--- src/rtl/ulpi_link_ctrl.sv ---
// ulpi_link_ctrl: link-side ULPI controller.
// Splits the tri-state data bus into in/out/oe, manages bus turnaround,
// sends upstream packets to the PHY (first byte is the TX CMD), and
// passes received data and RX CMD bytes to the packet layer.
module ulpi_link_ctrl #(
    parameter logic [7:0] STOP_ERR = 8'hFF,
    parameter logic [7:0] STOP_OK  = 8'h00
) (
    input  logic       clk,
    input  logic       reset,
    input  logic       ulpi_dir,
    input  logic       ulpi_nxt,
    output logic       ulpi_stp,
    input  logic [7:0] ulpi_data_in,
    output logic [7:0] ulpi_data_out,
    output logic       ulpi_data_oe,
    input  logic       tx_valid,
    input  logic [7:0] tx_data,
    input  logic       tx_last,
    output logic       tx_ready,
    output logic       tx_abort,
    output logic       tx_error,
    output logic       rx_valid,
    output logic [7:0] rx_data,
    output logic       rx_cmd_valid,
    output logic [7:0] rx_cmd
);

    typedef enum logic [1:0] {
        ST_IDLE,
        ST_TX,
        ST_STOP,
        ST_WAIT
    } state_t;

    state_t     state_q, state_d;
    logic       dir_q, dir_d;
    logic       drive_q, drive_d;
    logic [7:0] data_out_q, data_out_d;
    logic       stp_q, stp_d;
    logic       last_q, last_d;
    logic       tx_abort_q, tx_abort_d;
    logic       tx_error_q, tx_error_d;
    logic       rx_valid_q, rx_valid_d;
    logic [7:0] rx_data_q, rx_data_d;
    logic       rx_cmd_valid_q, rx_cmd_valid_d;
    logic [7:0] rx_cmd_q, rx_cmd_d;
    logic       tx_ready_c;

    // Link owns the bus only when the PHY has not claimed it for two cycles;
    // the PHY data is valid only when it has held the bus for two cycles.
    // Any cycle where dir differs from dir_q is a turnaround and is ignored.
    logic bus_ours;
    logic phy_rx;

    assign bus_ours = ~ulpi_dir & ~dir_q;
    assign phy_rx   = ulpi_dir & dir_q;

    // Drive enable drops combinationally with dir so the bus is released
    // in the very cycle the PHY turns it around.
    assign ulpi_data_oe  = drive_q & ~ulpi_dir & ~dir_q;
    assign ulpi_data_out = data_out_q;
    assign ulpi_stp      = stp_q;
    assign tx_ready      = tx_ready_c;
    assign tx_abort      = tx_abort_q;
    assign tx_error      = tx_error_q;
    assign rx_valid      = rx_valid_q;
    assign rx_data       = rx_data_q;
    assign rx_cmd_valid  = rx_cmd_valid_q;
    assign rx_cmd        = rx_cmd_q;

    // Next-state and output logic for the transmit state machine.
    always_comb begin
        state_d    = state_q;
        drive_d    = drive_q;
        data_out_d = data_out_q;
        stp_d      = 1'b0;
        last_d     = last_q;
        tx_abort_d = 1'b0;
        tx_error_d = 1'b0;
        tx_ready_c = 1'b0;
        case (state_q)
            ST_IDLE: begin
                tx_ready_c = tx_valid & bus_ours;
                if (tx_ready_c) begin
                    data_out_d = tx_data;
                    last_d     = tx_last;
                    drive_d    = 1'b1;
                    state_d    = ST_TX;
                end
            end
            ST_TX: begin
                // dir wins over nxt: a byte offered while the PHY grabs the
                // bus is lost and the packet is abandoned.
                if (ulpi_dir) begin
                    tx_abort_d = 1'b1;
                    drive_d    = 1'b0;
                    state_d    = ST_WAIT;
                end else if (ulpi_nxt) begin
                    if (last_q) begin
                        stp_d      = 1'b1;
                        data_out_d = STOP_OK;
                        state_d    = ST_STOP;
                    end else if (tx_valid) begin
                        tx_ready_c = 1'b1;
                        data_out_d = tx_data;
                        last_d     = tx_last;
                    end else begin
                        // Upstream ran dry mid-packet: terminate with an
                        // error stop so the PHY discards the packet.
                        stp_d      = 1'b1;
                        data_out_d = STOP_ERR;
                        tx_error_d = 1'b1;
                        state_d    = ST_STOP;
                    end
                end
            end
            ST_STOP: begin
                drive_d    = 1'b0;
                data_out_d = 8'h00;
                state_d    = ulpi_dir ? ST_WAIT : ST_IDLE;
            end
            ST_WAIT: begin
                if (bus_ours) begin
                    state_d = ST_IDLE;
                end
            end
            default: begin
                drive_d = 1'b0;
                state_d = ST_IDLE;
            end
        endcase
    end

    // Receive path: classify each owned PHY cycle as data or RX CMD.
    always_comb begin
        dir_d          = ulpi_dir;
        rx_valid_d     = phy_rx & ulpi_nxt;
        rx_cmd_valid_d = phy_rx & ~ulpi_nxt;
        rx_data_d      = rx_data_q;
        rx_cmd_d       = rx_cmd_q;
        if (phy_rx & ulpi_nxt) begin
            rx_data_d = ulpi_data_in;
        end
        if (phy_rx & ~ulpi_nxt) begin
            rx_cmd_d = ulpi_data_in;
        end
    end

    // State and output registers; reset parks the link with stp raised.
    always_ff @(posedge clk or posedge reset) begin
        if (reset) begin
            state_q        <= ST_IDLE;
            dir_q          <= 1'b1;
            drive_q        <= 1'b0;
            data_out_q     <= 8'h00;
            stp_q          <= 1'b1;
            last_q         <= 1'b0;
            tx_abort_q     <= 1'b0;
            tx_error_q     <= 1'b0;
            rx_valid_q     <= 1'b0;
            rx_data_q      <= 8'h00;
            rx_cmd_valid_q <= 1'b0;
            rx_cmd_q       <= 8'h00;
        end else begin
            state_q        <= state_d;
            dir_q          <= dir_d;
            drive_q        <= drive_d;
            data_out_q     <= data_out_d;
            stp_q          <= stp_d;
            last_q         <= last_d;
            tx_abort_q     <= tx_abort_d;
            tx_error_q     <= tx_error_d;
            rx_valid_q     <= rx_valid_d;
            rx_data_q      <= rx_data_d;
            rx_cmd_valid_q <= rx_cmd_valid_d;
            rx_cmd_q       <= rx_cmd_d;
        end
    end

endmodule

--- config.mk ---
export PLATFORM = sky130hd
export DESIGN_NAME = ulpi_link_ctrl
export DESIGN_NICKNAME = d
export VERILOG_FILES = /design/src/rtl/ulpi_link_ctrl.sv
export SDC_FILE = /design/constraint.sdc
export NUM_CORES = 1
export LEC_CHECK = 0
export CELL_PAD_IN_SITES_DETAIL_PLACEMENT = 0
export CELL_PAD_IN_SITES_GLOBAL_PLACEMENT = 1
export CORE_ASPECT_RATIO = 0.9
export CORE_UTILIZATION = 32
export CTS_CLUSTER_DIAMETER = 120
export DETAILED_ROUTE_END_ITERATION = 12
export DONT_BUFFER_PORTS = 1
export GPL_ROUTABILITY_DRIVEN = 0
export GPL_TIMING_DRIVEN = 0
export HOLD_SLACK_MARGIN = 0.1
export PLACE_DENSITY = 0.57
export REMOVE_ABC_BUFFERS = 1
export SETUP_SLACK_MARGIN = 0.2
export SYNTH_ARGS = -nofsm -noshare
export SYNTH_HDL_FRONTEND = slang
export SYNTH_SLANG_ARGS = --single-unit
--- constraint.sdc ---
create_clock -name clk -period 1.57 [get_ports clk]
set_clock_uncertainty 0.1 [all_clocks]
set_input_delay 0.2355 -clock clk [delete_from_list [all_inputs] [get_ports clk]]
set_output_delay 0.2355 -clock clk [all_outputs]
set_load 0.01 [all_outputs]
==> results.ini, run 1 <==
[hold_path]
worstHoldPathType = input port to flip-flop
hold_depth = 3

[yosys]
synth_ff_type = dfrtp_1
seq_area_frac_synth = 0.577
synth_area_leaders = dfrtp_1, mux2_2, o21ai_0
synth_top_cell_area_share = 0.542
synth_area_leader_cell = dfrtp_1
syn_avg_cell_area_um2 = 11.7
ys_ff_latch = 34
yosysWarningCount = 0
synth.distinct_cells = 29
synthCells = 126
synth_most_common_cell = dfrtp_1
synthTopCellsByCount = dfrtp_1, mux2_2, o21ai_0
synth_edf_count = 0
ys_async_sr_fraction = 1.00
syn_area_mm2 = 0.00148

[final_layout]
area_growth_pct = 51.1
nets = 196
multi_input_area_um2 = 806
register_area_um2 = 856
final_area_mm2 = 0.00223
fin_util = 0.504
final_cells = 232
n_fill_cell = 399
drive_gt1_frac = 0.429
antennaDiodeCount = 0

[route]
drt_iter0_drc = 76
drt-total-wl_um = 4010
via_count = 1157
drcViolationCount = 0
ant_nets = 0
viasPerCell = 4.99
firstDrtPassIters = 4
wl_per_cell_um = 17.3

[critical_path]
cp.required_ns = 1.23
start_kind = flip-flop
critical_path_class = flip-flop to output pin
path_max_fanout = 2
reg2reg_slack_ns = -0.16
cp_data_arrival_time_ns = 1.49
reg2reg_depth = 8
setup.worst_path.end_class = output pin

[floorplanning]
core_region_area_mm2 = 0.00443
die_h_um = 66.5
io_pins = 53
initial_core_util = 0.333
die-area_mm2 = 0.00489
die-width_um = 73.6
placementRows = 23

[global_routing]
grt_pass1_wl_um = 5510
grt_max_degree = 35
grt_usage = 0.156
antenna_found_initial = 0
grt_overflow = 0
grt_pass1_vias = 1089

[sta]
final_hold_viol_count = 0
max_slew_margin = 0.537
setup_viol = 12
slew_viol_final = 0
worst_slack_ns = -0.251
tightest_slew_ns = 0.695
rsz0062_at_grt = true
hold_slack_ns = 0.144
setup-tns-final_ns = -1.35
fin_crit_sh = 1.16
fmax_ghz = 0.549
min_period_ns = 1.82

[clocking]
insertion_delay_ns = 0.28
cts_sinks = 34
clkTransAtPathRegs_ns = 0.07
cts_root_buf = clkbuf_8
htree_levels = 2
cts_buffer_depth = 2
numCtsBuffers = 5
cts_tree = built

[placed_design]
dp_hpwl_um = 2100
io_buffers = 0
placed_cell_area_mm2 = 0.00154
placed_cells = 186
dp_slack_ns = -0.463

[power_and_ir_drop]
powerDensity_mw_per_mm2 = 1720
finalPower_mw = 3.85
leakagePower_nw = 0.973
vdd_drop_max_mv = 0.566

[flow_run]
drv_cap = 0

[run_status]
status = finished, violations left
violations = negative setup slack

[routing by layer]
| layer | GRT usage | up-vias | part of all wire |
|---|---|---|---|
| met2 | 0.244 | 40 | 0.50 |
| met3 | 0.0620 | 4 | 0.063 |
| met5 | 0 | - | 0 |
| met4 | 0.0505 | 0 | 0.0090 |
| li1 | - | 532 | - |
| met1 | 0.197 | 581 | 0.42 |
[state kept, by name, summed over array words and instances (netlist names), 2 cells and up]
name           flops
rx_cmd             8
rx_data            8
ulpi_data_out      8
state_q            2
[path summary, 6_finish.rpt]
path	end	startpoint
worst max-delay path	tx_ready	state_q[1]$_DFFE_PP0P_
max in group asynchronous	dir_q$_DFF_PP1_	reset
worst min-delay path	ulpi_data_out[3]$_DFFE_PP0P_	tx_valid
worst max register to register	state_q[1]$_DFFE_PP0P_	state_q[0]$_DFFE_PP0P_
worst min register to register	ulpi_data_out[1]$_DFFE_PP0P_	ulpi_data_out[1]$_DFFE_PP0P_
min in group asynchronous	rx_cmd[4]$_DFFE_PP0P_	reset
[critical path: stages (launching register included)]
cell,delay (ns)
dfrtp_2,0.42
inv_2,0.08
ha_4,0.14
inv_2,0.03
or3_1,0.32
a21oi_2,0.23
[cell families (layout without fill, tap and decap cells)]
logic type	Yosys count	after routing	synth area share
DFF	34	34	0.577
AOI/OAI and AO/OA	31	32	0.123
and+or+nand+nor	27	29	0.0931
muxes	17	17	0.129
buffers and inverters	12	53	0.0356
adders and majority gates	5	5	0.0423
[report_power, final]
| part | total (mW) | switching (mW) | leakage (nW) | internal (mW) |
|---|---|---|---|---|
| combinational | 1.65 | 0.871 | 0.506 | 0.784 |
| clock | 0.824 | 0.307 | 0.0585 | 0.517 |
| sequential | 1.37 | 0.248 | 0.409 | 1.12 |
[cell type report]
cell class,count,share of cell area
Inverter,10,0.0168
Tap cell,62,0.0347
Sequential cell,34,0.383
Multi-Input combinational cell,83,0.361
Clock inverter,1,0.0134
Clock buffer,7,0.0387
Timing Repair Buffer,35,0.152
[timing repair]
action / in CTS / in global routing
endpoints found under the setup margin: 32 / 31
hold endpoints to repair: 33 / 33
buffers inserted: 5 / 8
cloned: 1 / 2
hold buffers: 20 / 1
resized for setup: 26 / 29
pin swaps: 7 / 12
[cells in the final DEF, fill, tap and decap left out, types with 2 or more instances in the layout]
master          Yosys  layout
o21ai_2             2       5
o21ai_0            13       9
ha_1                5       2
dlygate4sd3_1       0      19
nand2_2             0       3
a221o_2             0       2
clkbuf_8            0       6
dfrtp_1            32      30
inv_1              10       7
dfstp_2             2       2
nand2b_1            2       2
dlymetal6s4s_1      0       2
buf_6               1       2
buf_4               0      11
mux2_2             16       8
mux2_4              0       8
dfrtp_2             0       2
ha_4                0       2
o21ai_1             6       7
nand2_1            12       9
nand3_4             0       4
inv_2               0       2
Note: power is estimated with default switching activity, not from simulation.
==> run 2, diff against run 1 <==
--- a/config.mk
+++ b/config.mk
@@ -5,6 +5,7 @@
 export SDC_FILE = /design/constraint.sdc
 export NUM_CORES = 1
 export LEC_CHECK = 0
+export ABC_AREA = 1
 export CELL_PAD_IN_SITES_DETAIL_PLACEMENT = 0
 export CELL_PAD_IN_SITES_GLOBAL_PLACEMENT = 1
 export CORE_ASPECT_RATIO = 0.9
@@ -15,7 +16,7 @@
 export GPL_ROUTABILITY_DRIVEN = 0
 export GPL_TIMING_DRIVEN = 0
 export HOLD_SLACK_MARGIN = 0.1
-export PLACE_DENSITY = 0.57
+export PLACE_DENSITY = 0.6
 export REMOVE_ABC_BUFFERS = 1
 export SETUP_SLACK_MARGIN = 0.2
 export SYNTH_ARGS = -nofsm -noshare
==> run 2 against run 1 <==
The run still ends with negative setup slack left. Global-route usage is 0.71 points lower. Synthesized area is 16% higher. Sequential share of layout area shrank 0.24 points. Clock power down 20%. Hold slack worse by 0.12 ns. Design area up 1.1%.
==> results.ini, run 2 <==
[run_status]
status = finished, violations left  ; unchanged
violations = negative setup slack  ; unchanged

[floorplanning]
die-area_mm2 = 0.00565  ; was 0.00489 mm²
placementRows = 24  ; was 23
initial_core_util = 0.343  ; was 0.333
die-width_um = 79.1  ; was 73.6 µm
io_pins = 53  ; unchanged
core_region_area_mm2 = 0.00498  ; was 0.00443 mm²
die_h_um = 71.4  ; was 66.5 µm

[critical_path]
cp_common_cell = inv_4  ; was inv_2
crit_chain = inv_4 -> ha_4 -> inv_4 -> nor2_4 -> nand4_1 -> o21ai_2  ; was inv_2 -> ha_4 -> inv_2 -> or3_1 -> a21oi_2
setup.worst_path.end_class = output pin  ; unchanged
cp.required_ns = 1.23  ; about the same
cpPeakStageDelay_ns = 0.43  ; was 0.42 ns
path_max_fanout = 3  ; was 2
path_buf_inv = 2  ; unchanged
start_kind = flip-flop  ; unchanged
critPathSlowestCell = dfrtp_2  ; unchanged
critical_path_class = flip-flop to output pin  ; unchanged
cp_data_arrival_time_ns = 1.27  ; was 1.49 ns
crit_family = flip-flops  ; unchanged

[yosys]
synth_xor_area_frac = 0  ; unchanged
synthCells = 200  ; was 126
ys_async_sr_fraction = 1.00  ; unchanged
yosys.area_share.simple = 0.267  ; was 0.0931
synth_ff_type = dfrtp_1  ; unchanged
synth_compound_area_frac = 0.0950  ; was 0.123
seq_area_frac_synth = 0.499  ; was 0.577
ys_ff_latch = 34  ; unchanged
yosysWarningCount = 0  ; unchanged
synth_most_common_cell = nand2_1  ; was dfrtp_1
synth.distinct_cells = 21  ; was 29
synth_top_family_by_area = simple AND/OR/NAND/NOR gates  ; was multiplexers
syn_area_mm2 = 0.00171  ; was 0.00148 mm²
synth_top_cell_area_share = 0.468  ; was 0.542
synth_area_leaders = dfrtp_1, nand2_1, inv_1  ; was dfrtp_1, mux2_2, o21ai_0
synth_edf_count = 0  ; unchanged
synthTopCellsByCount = nand2_1, inv_1, dfrtp_1  ; was dfrtp_1, mux2_2, o21ai_0
synth_area_leader_cell = dfrtp_1  ; unchanged
synth_mux_area_frac = 0  ; was 0.129
syn_avg_cell_area_um2 = 8.56  ; was 11.7 µm²
synthAdderAreaFrac = 0.0365  ; was 0.0423

[power_and_ir_drop]
switching_share = 0.418  ; was 0.370
powerDensity_mw_per_mm2 = 1690  ; was 1720 mW/mm²
p_sw_mw = 1.60  ; was 1.43 mW
vdd_drop_max_mv = 0.631  ; was 0.566 mV
p_seq_frac = 0.364  ; was 0.356
p_int_mw = 2.22  ; was 2.42 mW
leakagePower_nw = 1.18  ; was 0.973 nW
combPwrFrac = 0.463  ; was 0.430
p_clk_frac = 0.173  ; was 0.214

[global_routing]
antenna_found_initial = 0  ; unchanged
grt_max_degree = 35  ; unchanged
grt_overflow = 0  ; unchanged
grt_pass1_wl_um = 6450  ; was 5510 µm
grt_pass1_vias = 1418  ; was 1089
grt_usage = 0.149  ; was 0.156

[sta]
fmax_ghz = 0.624  ; was 0.549 GHz
fin_crit_sh = 1.02  ; was 1.16
min_period_ns = 1.60  ; was 1.82 ns
max_slew_margin = 0.525  ; was 0.537
rsz0062_at_grt = true  ; unchanged
setup_viol = 1  ; was 12
slew_viol_final = 0  ; unchanged
worst_slack_ns = -0.0333  ; was -0.251 ns
tightest_slew_ns = 0.711  ; was 0.695 ns
setup-tns-final_ns = -0.0333  ; was -1.35 ns
final_hold_viol_count = 0  ; unchanged

[final_layout]
nets = 259  ; was 196
antennaDiodeCount = 0  ; unchanged
final_cell_mix = nand2_1, inv_1, dfrtp_1  ; was dfrtp_1, dlygate4sd3_1, buf_4
fin_util = 0.453  ; was 0.504
area_growth_pct = 31.9  ; was 51.1%
layout_commonest_cell = nand2_1  ; was dfrtp_1
drive_gt1_frac = 0.292  ; was 0.429

[clocking]
cts_buffer_depth = 2  ; unchanged
cts_tree = built  ; unchanged
clkTransAtPathRegs_ns = 0.07  ; about the same
htree_levels = 2  ; unchanged
cts_sinks = 34  ; unchanged
insertion_delay_ns = 0.28  ; about the same
cts_root_buf = clkbuf_8  ; unchanged
numCtsBuffers = 5  ; unchanged

[route]
firstDrtPassIters = 4  ; unchanged
drt-total-wl_um = 4260  ; was 4010 µm
viasPerCell = 4.69  ; was 4.99
drt_iter0_drc = 49  ; was 76
via_count = 1397  ; was 1157
drcViolationCount = 0  ; unchanged
wl_per_cell_um = 14.3  ; was 17.3 µm
ant_nets = 0  ; unchanged

[placed_design]
io_buffers = 0  ; unchanged
dp_hpwl_um = 2630  ; was 2100 µm

[hold_path]
worstHoldPathType = input port to flip-flop  ; unchanged

[flow_run]
drv_cap = 0  ; unchanged

[run 2: changes by cell type after synthesis, moves of 3 or more]
cell,before,now
nand4_1,0,4
inv_1,10,37
nor2b_1,3,0
nand3_1,2,13
o21ai_0,13,6
nor2_1,1,4
nand2_1,12,69
o21ai_2,2,8
mux2_2,16,0
a31oi_1,3,0
[run 2: routing by layer]
layer | track usage | wire, µm | part of all wire
met1 | 0.180 | 1890 | 0.44
met2 | 0.256 | 2090 | 0.49
met3 | 0.0459 | 232 | 0.054
met4 | 0.0465 | 41 | 0.0096
met5 | 0 | 0 | 0
[run 2: kinds of logic after synthesis]
logic type / after synthesis
and+or+nand+nor: 98
DFF: 34
AOI/OAI and AO/OA: 22
buffers and inverters: 41
adders and majority gates: 5
[run 2: path summary, 6_finish.rpt]
| kind | from | cells past startpoint | slack, ns | end |
|---|---|---|---|---|
| setup / recovery | state_q[1]$_DFFE_PP0P_ | 6 | -0.03 | tx_ready |
| hold / removal | ulpi_dir | 2 | 0.03 | rx_data[3]$_DFFE_PP0P_ |
| setup reg to reg | state_q[0]$_DFFE_PP0P_ | 8 | 0.08 | last_q$_DFFE_PP0P_ |
| hold reg to reg | drive_q$_DFFE_PP0P_ | 2 | 0.38 | drive_q$_DFFE_PP0P_ |
| max in group asynchronous | reset | 2 | 0.45 | state_q[0]$_DFFE_PP0P_ |
| min in group asynchronous | reset | 2 | 0.43 | ulpi_data_out[1]$_DFFE_PP0P_ |
[run 2: layout make-up]
class | instances | area (µm²)
inverter | 38 | 150
sequential | 34 | 860
clock inverter | 1 | 5.00
timing repair buffer | 24 | 218
clock buffer | 7 | 86.3
tap | 65 | 81.3
multi-input combinational | 129 | 857
fill | 500 | 2730
[run 2: metrics by stage]
stage / power [mW] / area (µm²) / hold WS, ns / cells / setup slack, ns
2_1_floorplan: 2.38 / 1680 / 0.140 / 197 / 0.0102
3_3_place_gp: 2.63 / 1760 / 0.142 / 262 / -0.149
3_5_place_dp: 2.68 / 1760 / 0.142 / 262 / -0.186
4_1_cts: 3.72 / 2110 / 0.103 / 289 / -0.0649
5_1_grt: 4.14 / 2260 / 0.0241 / 298 / -0.0820
6_report: 3.82 / 2260 / 0.0270 / 298 / -0.0333
[run 2: power groups by stage]
stage                     clock [mW]  sequential, mW  combinational [mW]
after global placement             0            1.39                1.24
after detailed placement           0            1.40                1.28
after floorplan                    0            1.34                1.04
after CTS                      0.682            1.39                1.65
after global routing           0.719            1.41                2.01
final                          0.661            1.39                1.77
[run 2: worst register-to-register path, stage by stage, from the launching register on]
cell and delay (ns):
dfrtp_2 0.46, ha_4 0.19, buf_4 0.16, nand2_2 0.07, o21ai_0 0.08, nor2_1 0.15
nand2_1 0.08, nand2_1 0.06, nand2_1 0.04
[run 2: repair_timing]
| action | CTS | global route |
|---|---|---|
| gates resized for setup | 28 | 19 |
| setup endpoints to repair | 24 | 28 |
| setup buffers | 8 | 4 |
| cloned | 0 | 4 |
| endpoints found under the hold margin | 22 | 49 |
| hold buffers | 11 | 1 |
| pin swaps | 6 | 10 |
